`config.mk`:
```
export PLATFORM = sky130hd
export DESIGN_NAME = puf_response_collector
export DESIGN_NICKNAME = d
export VERILOG_FILES = /design/src/rtl/puf_pkg.sv /design/src/rtl/puf_vote_tally.sv /design/src/rtl/puf_response_collector.sv
export SDC_FILE = /design/constraint.sdc
export NUM_CORES = 1
export LEC_CHECK = 0
export CORE_ASPECT_RATIO = 0.8
export CORE_UTILIZATION = 50
export CTS_CLUSTER_DIAMETER = 100
export DETAILED_ROUTE_END_ITERATION = 7
export GPL_TIMING_DRIVEN = 0
export PLACE_DENSITY_LB_ADDON = 0.1
export SLEW_MARGIN = 20
export SYNTH_ARGS = -nofsm -noshare
export SYNTH_HDL_FRONTEND = slang
export SYNTH_SLANG_ARGS = --single-unit
```
`constraint.sdc`:
```
create_clock -name clk -period 2.8 [get_ports clk]
set_clock_uncertainty 0.2 [all_clocks]
set_input_delay 0.28 -clock clk [delete_from_list [all_inputs] [get_ports clk]]
set_output_delay 0.28 -clock clk [all_outputs]
set_load 0.02 [all_outputs]
```
`src/rtl/puf_pkg.sv`:
```
// Shared types and constants for the RO-PUF response collector.
// State encoding, default sizes and the vote counter width helper.
package puf_pkg;

  typedef enum logic [2:0] {
    S_IDLE,
    S_REQ,
    S_WAIT,
    S_TALLY,
    S_OUT
  } puf_state_e;

  localparam int PUF_RESP_BITS = 16;
  localparam int PUF_VOTES     = 5;

  // Enough bits to hold a count of 0..votes.
  function automatic int puf_cnt_w(input int votes);
    return $clog2(votes + 1);
  endfunction

endpackage

```
`src/rtl/puf_vote_tally.sv`:
```
// Per-bit vote accumulator: counts evaluations and ones for one RO pair.
// Flags the final vote, the majority result and whether all votes agreed.
module puf_vote_tally
  import puf_pkg::*;
#(
  parameter int VOTES = PUF_VOTES
) (
  input  logic clk,
  input  logic rst_n,
  input  logic clr_i,
  input  logic inc_i,
  input  logic bit_i,
  output logic last_vote_o,
  output logic majority_o,
  output logic unanimous_o
);

  localparam int CW = puf_cnt_w(VOTES);

  localparam logic [CW-1:0] LAST = CW'(VOTES - 1);
  localparam logic [CW-1:0] ALL  = CW'(VOTES);
  localparam logic [CW-1:0] HALF = CW'(VOTES / 2);

  logic [CW-1:0] votes_q, votes_d;
  logic [CW-1:0] ones_q, ones_d;

  // Clear wins over increment; otherwise count one vote.
  always_comb begin
    votes_d = votes_q;
    ones_d  = ones_q;
    if (clr_i) begin
      votes_d = '0;
      ones_d  = '0;
    end else if (inc_i) begin
      votes_d = votes_q + CW'(1);
      ones_d  = ones_q + CW'(bit_i);
    end
  end

  // Counter registers.
  always_ff @(posedge clk or negedge rst_n) begin
    if (!rst_n) begin
      votes_q <= '0;
      ones_q  <= '0;
    end else begin
      votes_q <= votes_d;
      ones_q  <= ones_d;
    end
  end

  assign last_vote_o = (votes_q == LAST);
  assign majority_o  = (ones_q > HALF);
  assign unanimous_o = (ones_q == '0) || (ones_q == ALL);

endmodule

```
`src/rtl/puf_response_collector.sv`:
```
// Majority-vote collector turning RO-PUF comparator bits into a response.
// Optional PUF_STABILITY_EN enables the per-bit unstable_mask output.
module puf_response_collector
  import puf_pkg::*;
#(
  parameter int RESP_BITS = PUF_RESP_BITS,
  parameter int VOTES     = PUF_VOTES,
  localparam int PW       = $clog2(RESP_BITS)
) (
  input  logic                 clk,
  input  logic                 rst_n,
  input  logic                 start,
  output logic                 eval_req,
  input  logic                 eval_done,
  input  logic                 puf_bit,
  output logic [PW-1:0]        pair_sel,
  output logic                 busy,
  output logic                 resp_valid,
  input  logic                 resp_ready,
  output logic [RESP_BITS-1:0] resp_data,
  output logic [RESP_BITS-1:0] unstable_mask
);

  localparam logic [PW-1:0] LAST_PAIR = PW'(RESP_BITS - 1);

  puf_state_e           state_q;
  logic                 eval_req_q;
  logic [PW-1:0]        pair_q;
  logic                 busy_q;
  logic                 valid_q;
  logic [RESP_BITS-1:0] data_q;

  logic t_clr;
  logic t_inc;
  logic t_last;
  logic t_maj;

  // Counters restart on an accepted start and after each tally.
  assign t_clr = ((state_q == S_IDLE) && start) || (state_q == S_TALLY);
  assign t_inc = (state_q == S_WAIT) && eval_done;

`ifdef PUF_STABILITY_EN
  logic                 t_unan;
  logic [RESP_BITS-1:0] mask_q;
`else
  logic                 t_unan_unused;
`endif

  puf_vote_tally #(
    .VOTES(VOTES)
  ) u_tally (
    .clk        (clk),
    .rst_n      (rst_n),
    .clr_i      (t_clr),
    .inc_i      (t_inc),
    .bit_i      (puf_bit),
    .last_vote_o(t_last),
    .majority_o (t_maj),
`ifdef PUF_STABILITY_EN
    .unanimous_o(t_unan)
`else
    .unanimous_o(t_unan_unused)
`endif
  );

  // Control FSM with registered outputs.
  always_ff @(posedge clk or negedge rst_n) begin
    if (!rst_n) begin
      state_q    <= S_IDLE;
      eval_req_q <= 1'b0;
      pair_q     <= '0;
      busy_q     <= 1'b0;
      valid_q    <= 1'b0;
      data_q     <= '0;
`ifdef PUF_STABILITY_EN
      mask_q     <= '0;
`endif
    end else begin
      unique case (state_q)
        S_IDLE: begin
          if (start) begin
            pair_q     <= '0;
            busy_q     <= 1'b1;
            eval_req_q <= 1'b1;
            state_q    <= S_REQ;
`ifdef PUF_STABILITY_EN
            mask_q     <= '0;
`endif
          end
        end
        S_REQ: begin
          eval_req_q <= 1'b0;
          state_q    <= S_WAIT;
        end
        S_WAIT: begin
          if (eval_done) begin
            if (t_last) begin
              state_q <= S_TALLY;
            end else begin
              eval_req_q <= 1'b1;
              state_q    <= S_REQ;
            end
          end
        end
        S_TALLY: begin
          data_q[pair_q] <= t_maj;
`ifdef PUF_STABILITY_EN
          mask_q[pair_q] <= ~t_unan;
`endif
          if (pair_q == LAST_PAIR) begin
            valid_q <= 1'b1;
            state_q <= S_OUT;
          end else begin
            pair_q     <= pair_q + PW'(1);
            eval_req_q <= 1'b1;
            state_q    <= S_REQ;
          end
        end
        S_OUT: begin
          if (resp_ready) begin
            valid_q <= 1'b0;
            pair_q  <= '0;
            busy_q  <= 1'b0;
            state_q <= S_IDLE;
          end
        end
        default: begin
          state_q <= S_IDLE;
        end
      endcase
    end
  end

  assign eval_req   = eval_req_q;
  assign pair_sel   = pair_q;
  assign busy       = busy_q;
  assign resp_valid = valid_q;
  assign resp_data  = data_q;
`ifdef PUF_STABILITY_EN
  assign unstable_mask = mask_q;
`else
  assign unstable_mask = '0;
`endif

endmodule

```
==> results.json, run 1 <==
{
  "status": "completed",
  "rsz0062_at_grt": "false",
  "vias_per_cell": 5.42,
  "intPower_w": 0.000987,
  "layout-drive-gt1-share_pct": 22.6,
  "drv_cap": 0,
  "fin_area_um2": 2310,
  "numCtsBuffers": 5,
  "drt_drc_violations_left": 0,
  "hold_viol": 0,
  "cts_max_level": 2,
  "clock_path_buffers": 2,
  "cp_num_buf_inv": 1,
  "initial_core_util_pct": 52.8,
  "use_met1_pct": 27.1,
  "tightest_slew_ps": 711,
  "hold_end": "resp_data[13]",
  "nets": 234,
  "switching_share_pct": 37.0,
  "gp_congestion": 0.797,
  "netlist.area_leader.share_pct": 44.0,
  "critPathMaxFanout": 8,
  "cts.sinks": 32,
  "seqPwrFrac_pct": 38.4,
  "grt_pass1_vias": 1342,
  "syn_area_per_cell_um2": 10.8,
  "ys_seq_area_share_pct": 44.0,
  "postRouteAntennaNets": 0,
  "slowest_delay_ps": 660,
  "cts.repair.resized": 0,
  "p_per_area_nw_per_um2": 678,
  "crit_start": "pair_sel[0]",
  "grt_use_met2_pct": 31.3,
  "synth.cell_area_um2": 1820,
  "grt_usage_pct": 20.5,
  "critical_path_arrival_ps": 1440,
  "grt_busiest_layer": "met2",
  "max-vdd-ir-drop_uv": 390,
  "coreArea_um2": 3450,
  "period_share_pct": 68.5,
  "critical_path_class": "reg -> out",
  "synth_seq_cells": 32,
  "cts_hold_buffers": 1,
  "setup_viol": 0,
  "worstPathRequired_ps": 2320,
  "synth_cell_types": 46,
  "path_clk_slew_ps": 70,
  "slew_headroom_pct": 52.6,
  "fillers": 295,
  "synthFlopType": "dfrtp_1",
  "drt_iter0_drc": 107,
  "whs_path_depth": 1,
  "min_period_ps": 1920,
  "fmax_mhz": 521,
  "r2r-start": "pair_sel[0]",
  "diodes": 0,
  "rr_worst_depth": 4,
  "postCtsSetupBuffers": 0,
  "die-area_um2": 3890,
  "yosysTopAreaCell": "dfrtp_1",
  "cts_tree": "yes",
  "ios": 45,
  "row_count": 19,
  "grt_max_degree": 33,
  "dpl.hpwl_um": 2600,
  "critical_path.slowest_cell": "clkdlybuf4s50_1",
  "slew_violations": 0,
  "r2r_end": "resp_data[7]",
  "cp-start-kind": "register",
  "syn2layout_area_growth_pct": 26.7,
  "p_sw_w": 0.000578,
  "crit_family": "buffers and inverters",
  "async_flop_share_pct": 100,
  "synthTopCellsByArea": "dfrtp_1, mux2_2, buf_4",
  "timing.reg2reg.setup_slack_ps": 890,
  "multiInputGateArea_um2": 873,
  "vias": 1425,
  "synth_edf_count": 0,
  "clock-root-buffer": "clkbuf_8",
  "hold_path_class": "reg -> reg",
  "cp-end-kind": "primary output",
  "clock_insertion_delay_worst_skew_ps": 280,
  "pwr-share-clk_pct": 23.4,
  "port-buffer-count": 28,
  "grtUsageMet3_pct": 6.70,
  "cp_cell_sequence": "clkdlybuf4s50_1",
  "min_from": "resp_data[13]",
  "setup_tns_ps": 0,
  "postPlaceCellArea_um2": 2200,
  "avgRoutedWirePerCell_um": 13.4,
  "regArea_um2": 801,
  "die_h_um": 56.0,
  "antenna_found_initial": 0,
  "power.leakage_nw": 1.10,
  "synthCells": 169,
  "wirelength_um": 3540,
  "dr.pass1.iters": 4,
  "die_w_um": 69.5,
  "grt_pass1_wl_um": 6150,
  "comb_power_share_pct": 38.2,
  "yosysWarningCount": 0,
  "grt_overflow": 0
}
==> per-layer routing <==
layer / up-vias / part of all wire (%) / wire length [um]
met5: - / 0 / 0
met4: 0 / 1.3 / 45
met3: 5 / 6.2 / 218
met2: 53 / 48 / 1700
met1: 683 / 44 / 1570
li1: 684 / - / -
==> synthesized netlist by cell type (2+ instances only) <==
cell type	n
and3_1	3
dfrtp_1	32
mux2_2	14
nor4_1	2
o21ai_0	3
clkbuf_1	3
nor3b_1	2
a21oi_1	3
buf_4	16
nand2_1	6
nor3_1	2
nand4_1	3
buf_2	6
inv_1	4
nand3b_1	2
mux2i_1	4
nand2b_1	3
nand4b_1	7
a21o_1	4
nand3_1	5
a31oi_1	2
ha_1	8
mux2_1	2
nor2_1	11
==> worst max path at each step <==
stage                   endpoint  cells past startpoint
2_1_floorplan       resp_data[7]                      4
3_3_place_gp        resp_data[2]                      1
3_5_place_dp   u_tally.ones_q[2]                      4
4_1_cts              pair_sel[0]                      1
5_1_grt             resp_data[7]                      4
6_report             pair_sel[0]                      1
==> layout make-up <==
cell class	count	area share (%)
multi-input cells	121	37.9
flip-flops and latches	32	34.7
repair buffers	29	12.4
plain buffers	27	8.13
clock buffers	6	3.58
well taps	42	2.28
inverters	4	0.651
clock inverters	2	0.434
==> power groups by stage <==
stage	clock [W]	sequential [W]	combinational (W)
2_1_floorplan	0	0.000626	0.000399
3_3_place_gp	0	0.000600	0.000574
3_5_place_dp	0	0.000607	0.000592
4_1_cts	0.000377	0.000599	0.000595
5_1_grt	0.000394	0.000612	0.000655
6_report	0.000366	0.000600	0.000598
==> cell families (layout without fill, tap and decap cells) <==
kind of cell	count (synthesis)	in the layout	synth area share (%)
other	1	16	0.206
AOI/OAI and AO/OA	24	24	9.62
xor gates and xnor gates	1	1	0.481
adders and majority gates	8	8	5.50
and+or+nand+nor	52	52	17.0
buffers and inverters	31	68	11.1
muxes	20	20	12.1
DFF	32	32	44.0
==> layout by cell type (no fill, tap or decap), types with 2 or more instances in the layout <==
cell / n
mux2i_1: 4
and3_1: 3
nand4_1: 3
nand3b_1: 2
nand2_1: 6
nand2b_1: 3
dfrtp_1: 32
clkdlybuf4s50_1: 27
o21ai_0: 3
a21oi_1: 3
ha_1: 8
mux2_1: 2
nor3_1: 2
clkbuf_8: 6
buf_4: 16
nor3b_1: 2
buf_2: 7
nor2_1: 11
a21o_1: 4
nand3_1: 5
conb_1: 16
nor4_1: 2
clkinv_2: 2
nand4b_1: 7
clkbuf_1: 3
a31oi_1: 2
mux2_2: 14
inv_1: 4
==> sequential cells by signal, summed over array words and instances, names as in the netlist <==
signal	flops
state_q	3
u_tally.ones_q	3
u_tally.votes_q	3
eval_req	1
resp_valid	1
busy	1
resp_data	16
pair_sel	4
==> stage by stage <==
step / worst slack, ps / hold slack [ps] / std cells / power (W) / utilization, %
after floorplan: 951 / -216 / 184 / 0.00103 / -
after global placement: 676 / 275 / 254 / 0.00117 / 64.1
after detailed placement: 739 / 176 / 254 / 0.00120 / 64.0
after CTS: 893 / 303 / 263 / 0.00157 / 66.9
after global routing: 762 / 316 / 263 / 0.00166 / 66.9
final: 882 / 296 / 263 / 0.00156 / 66.9
Note: power is estimated with default switching activity, not from simulation.
==> run 2, diff against run 1 <==
- CORE_UTILIZATION: 50 -> 49
- clock period: 2.8 -> 2 ns (I/O delays scaled with it)
==> results.json, run 2 (synthesis results as in run 1) <==
{
  "status": "completed",
  "drt_iter0_drc": 113,
  "syn2layout_area_growth_pct": 27.5,
  "layout_commonest_cell": "dfrtp_1",
  "nets": 234,
  "die_w_um": 70.1,
  "pwr-share-clk_pct": 23.9,
  "critical_path_arrival_ps": 1860,
  "critical_path.slowest_cell": "dfrtp_2",
  "cts_tree": "yes",
  "max-vdd-ir-drop_uv": 486,
  "grt_max_degree": 33,
  "cp_cell_sequence": "ha_1 -> nand4b_1 -> nor3b_2 -> mux2_2",
  "dr.pass1.iters": 4,
  "ios": 45,
  "switching_share_pct": 37.1,
  "vias": 1410,
  "p_sw_w": 0.000820,
  "grt_pass1_vias": 1315,
  "gp_congestion": 0.786,
  "numCtsBuffers": 5,
  "postRouteAntennaNets": 0,
  "final_util_pct": 66.4,
  "cts.sinks": 32,
  "critical_path_class": "reg -> reg",
  "avgRoutedWirePerCell_um": 13.6,
  "pre_cts_ws_ps": 42.6,
  "die-area_um2": 3960,
  "layout-drive-gt1-share_pct": 24.0,
  "power_w": 0.00221,
  "cp-end-kind": "register",
  "critPathMaxFanout": 8,
  "seqPwrFrac_pct": 38.2,
  "drt_drc_violations_left": 0,
  "antenna_found_initial": 0,
  "row_count": 19,
  "grt_overflow": 0,
  "clock-root-buffer": "clkbuf_8",
  "min_period_ps": 1880,
  "fillers": 280,
  "port-buffer-count": 28,
  "diodes": 0,
  "period_share_pct": 94.0,
  "wirelength_um": 3590,
  "rsz0062_at_grt": "false",
  "postCtsSetupBuffers": 0,
  "vias_per_cell": 5.36,
  "worstPathRequired_ps": 1980,
  "die_h_um": 56.5,
  "crit_family": "simple AND/OR/NAND/NOR gates",
  "initial_core_util_pct": 52.1,
  "slew_headroom_pct": 53.0,
  "hold_path_class": "in -> async",
  "drv_cap": 0,
  "hold_viol": 0,
  "cp_num_buf_inv": 0,
  "fmax_mhz": 532,
  "slew_violations": 0,
  "coreArea_um2": 3490,
  "grt_usage_pct": 20.2,
  "p_per_area_nw_per_um2": 952,
  "path_clk_slew_ps": 70,
  "cts_max_level": 2,
  "cp-start-kind": "register",
  "grt_pass1_wl_um": 6220,
  "clock_insertion_delay_worst_skew_ps": 290,
  "setup_viol": 0,
  "layout_common_cells": "dfrtp_1, clkdlybuf4s50_1, buf_4, conb_1, mux2_2",
  "power.leakage_nw": 1.09,
  "largest_register_ffs": 16,
  "intPower_w": 0.00139,
  "clock_path_buffers": 2,
  "dpl.hpwl_um": 2580,
  "slowest_delay_ps": 450,
  "comb_power_share_pct": 38.0,
  "layout_setup_ws_ps": 119,
  "tightest_slew_ps": 705
}
[run 2: cell count changes in the layout (fill, tap and decap cells not counted), sizes merged]
cell and change:
clkinvlp +1, clkbuf +1, clkinv -2
[run 2: stage by stage]
| step | hold WS (ps) | cell area (um^2) | setup TNS (ps) | cells |
|---|---|---|---|---|
| after CTS | 305 | 2310 | 0 | 263 |
| after global routing | 323 | 2320 | 0 | 263 |
| final | 289 | 2320 | 0 | 263 |
| after global placement | 281 | 2210 | -2000 | 254 |
| after floorplan | -296 | 1880 | 0 | 184 |
| after detailed placement | 96.5 | 2200 | 0 | 254 |
[run 2: power groups by stage]
stage	Clock [W]	Sequential, W	Combinational (W)
5_1_grt	0.000575	0.000863	0.000924
2_1_floorplan	0	0.000877	0.000559
6_report	0.000527	0.000843	0.000839
3_5_place_dp	0	0.000853	0.000829
3_3_place_gp	0	0.000840	0.000807
4_1_cts	0.000533	0.000839	0.000838
[run 2: final timing paths]
kind	from	endpoint	slack, ps	cells after the start
max	pair_sel[0]	resp_data[7]	120	4
min	rst_n	resp_valid	290	2
max reg2reg	pair_sel[0]	resp_data[7]	120	4
min reg2reg	resp_data[4]	resp_data[4]	300	1
max in group asynchronous	rst_n	pair_sel[1]	810	2
min in group clk	resp_data[4]	resp_data[4]	300	1
[run 2: area by class of cell]
type / count / area [um^2] / share of cell area, %
repair buffers: 29 / 285 / 12.3
inverters: 4 / 15.0 / 0.647
multi-input cells: 121 / 883 / 38.1
plain buffers: 27 / 188 / 8.09
well taps: 42 / 52.6 / 2.26
clock inverters: 1 / 7.51 / 0.323
flip-flops and latches: 32 / 803 / 34.6
clock buffers: 7 / 86.3 / 3.72
[run 2: metal layers]
layer	track usage [%]	routed length, um	vias to the layer above
li1	-	-	679
met1	28.4	1720	666
met2	28.6	1510	58
met3	7.90	309	7
met4	6.57	36	0
met5	0	0	-
[run 2: what timing repair did]
action / in CTS / in global routing
setup endpoints to repair: 0 / 2
endpoints found under the hold margin: 32 / 0
gates resized for setup: 0 / 4
hold buffers: 1 / 0
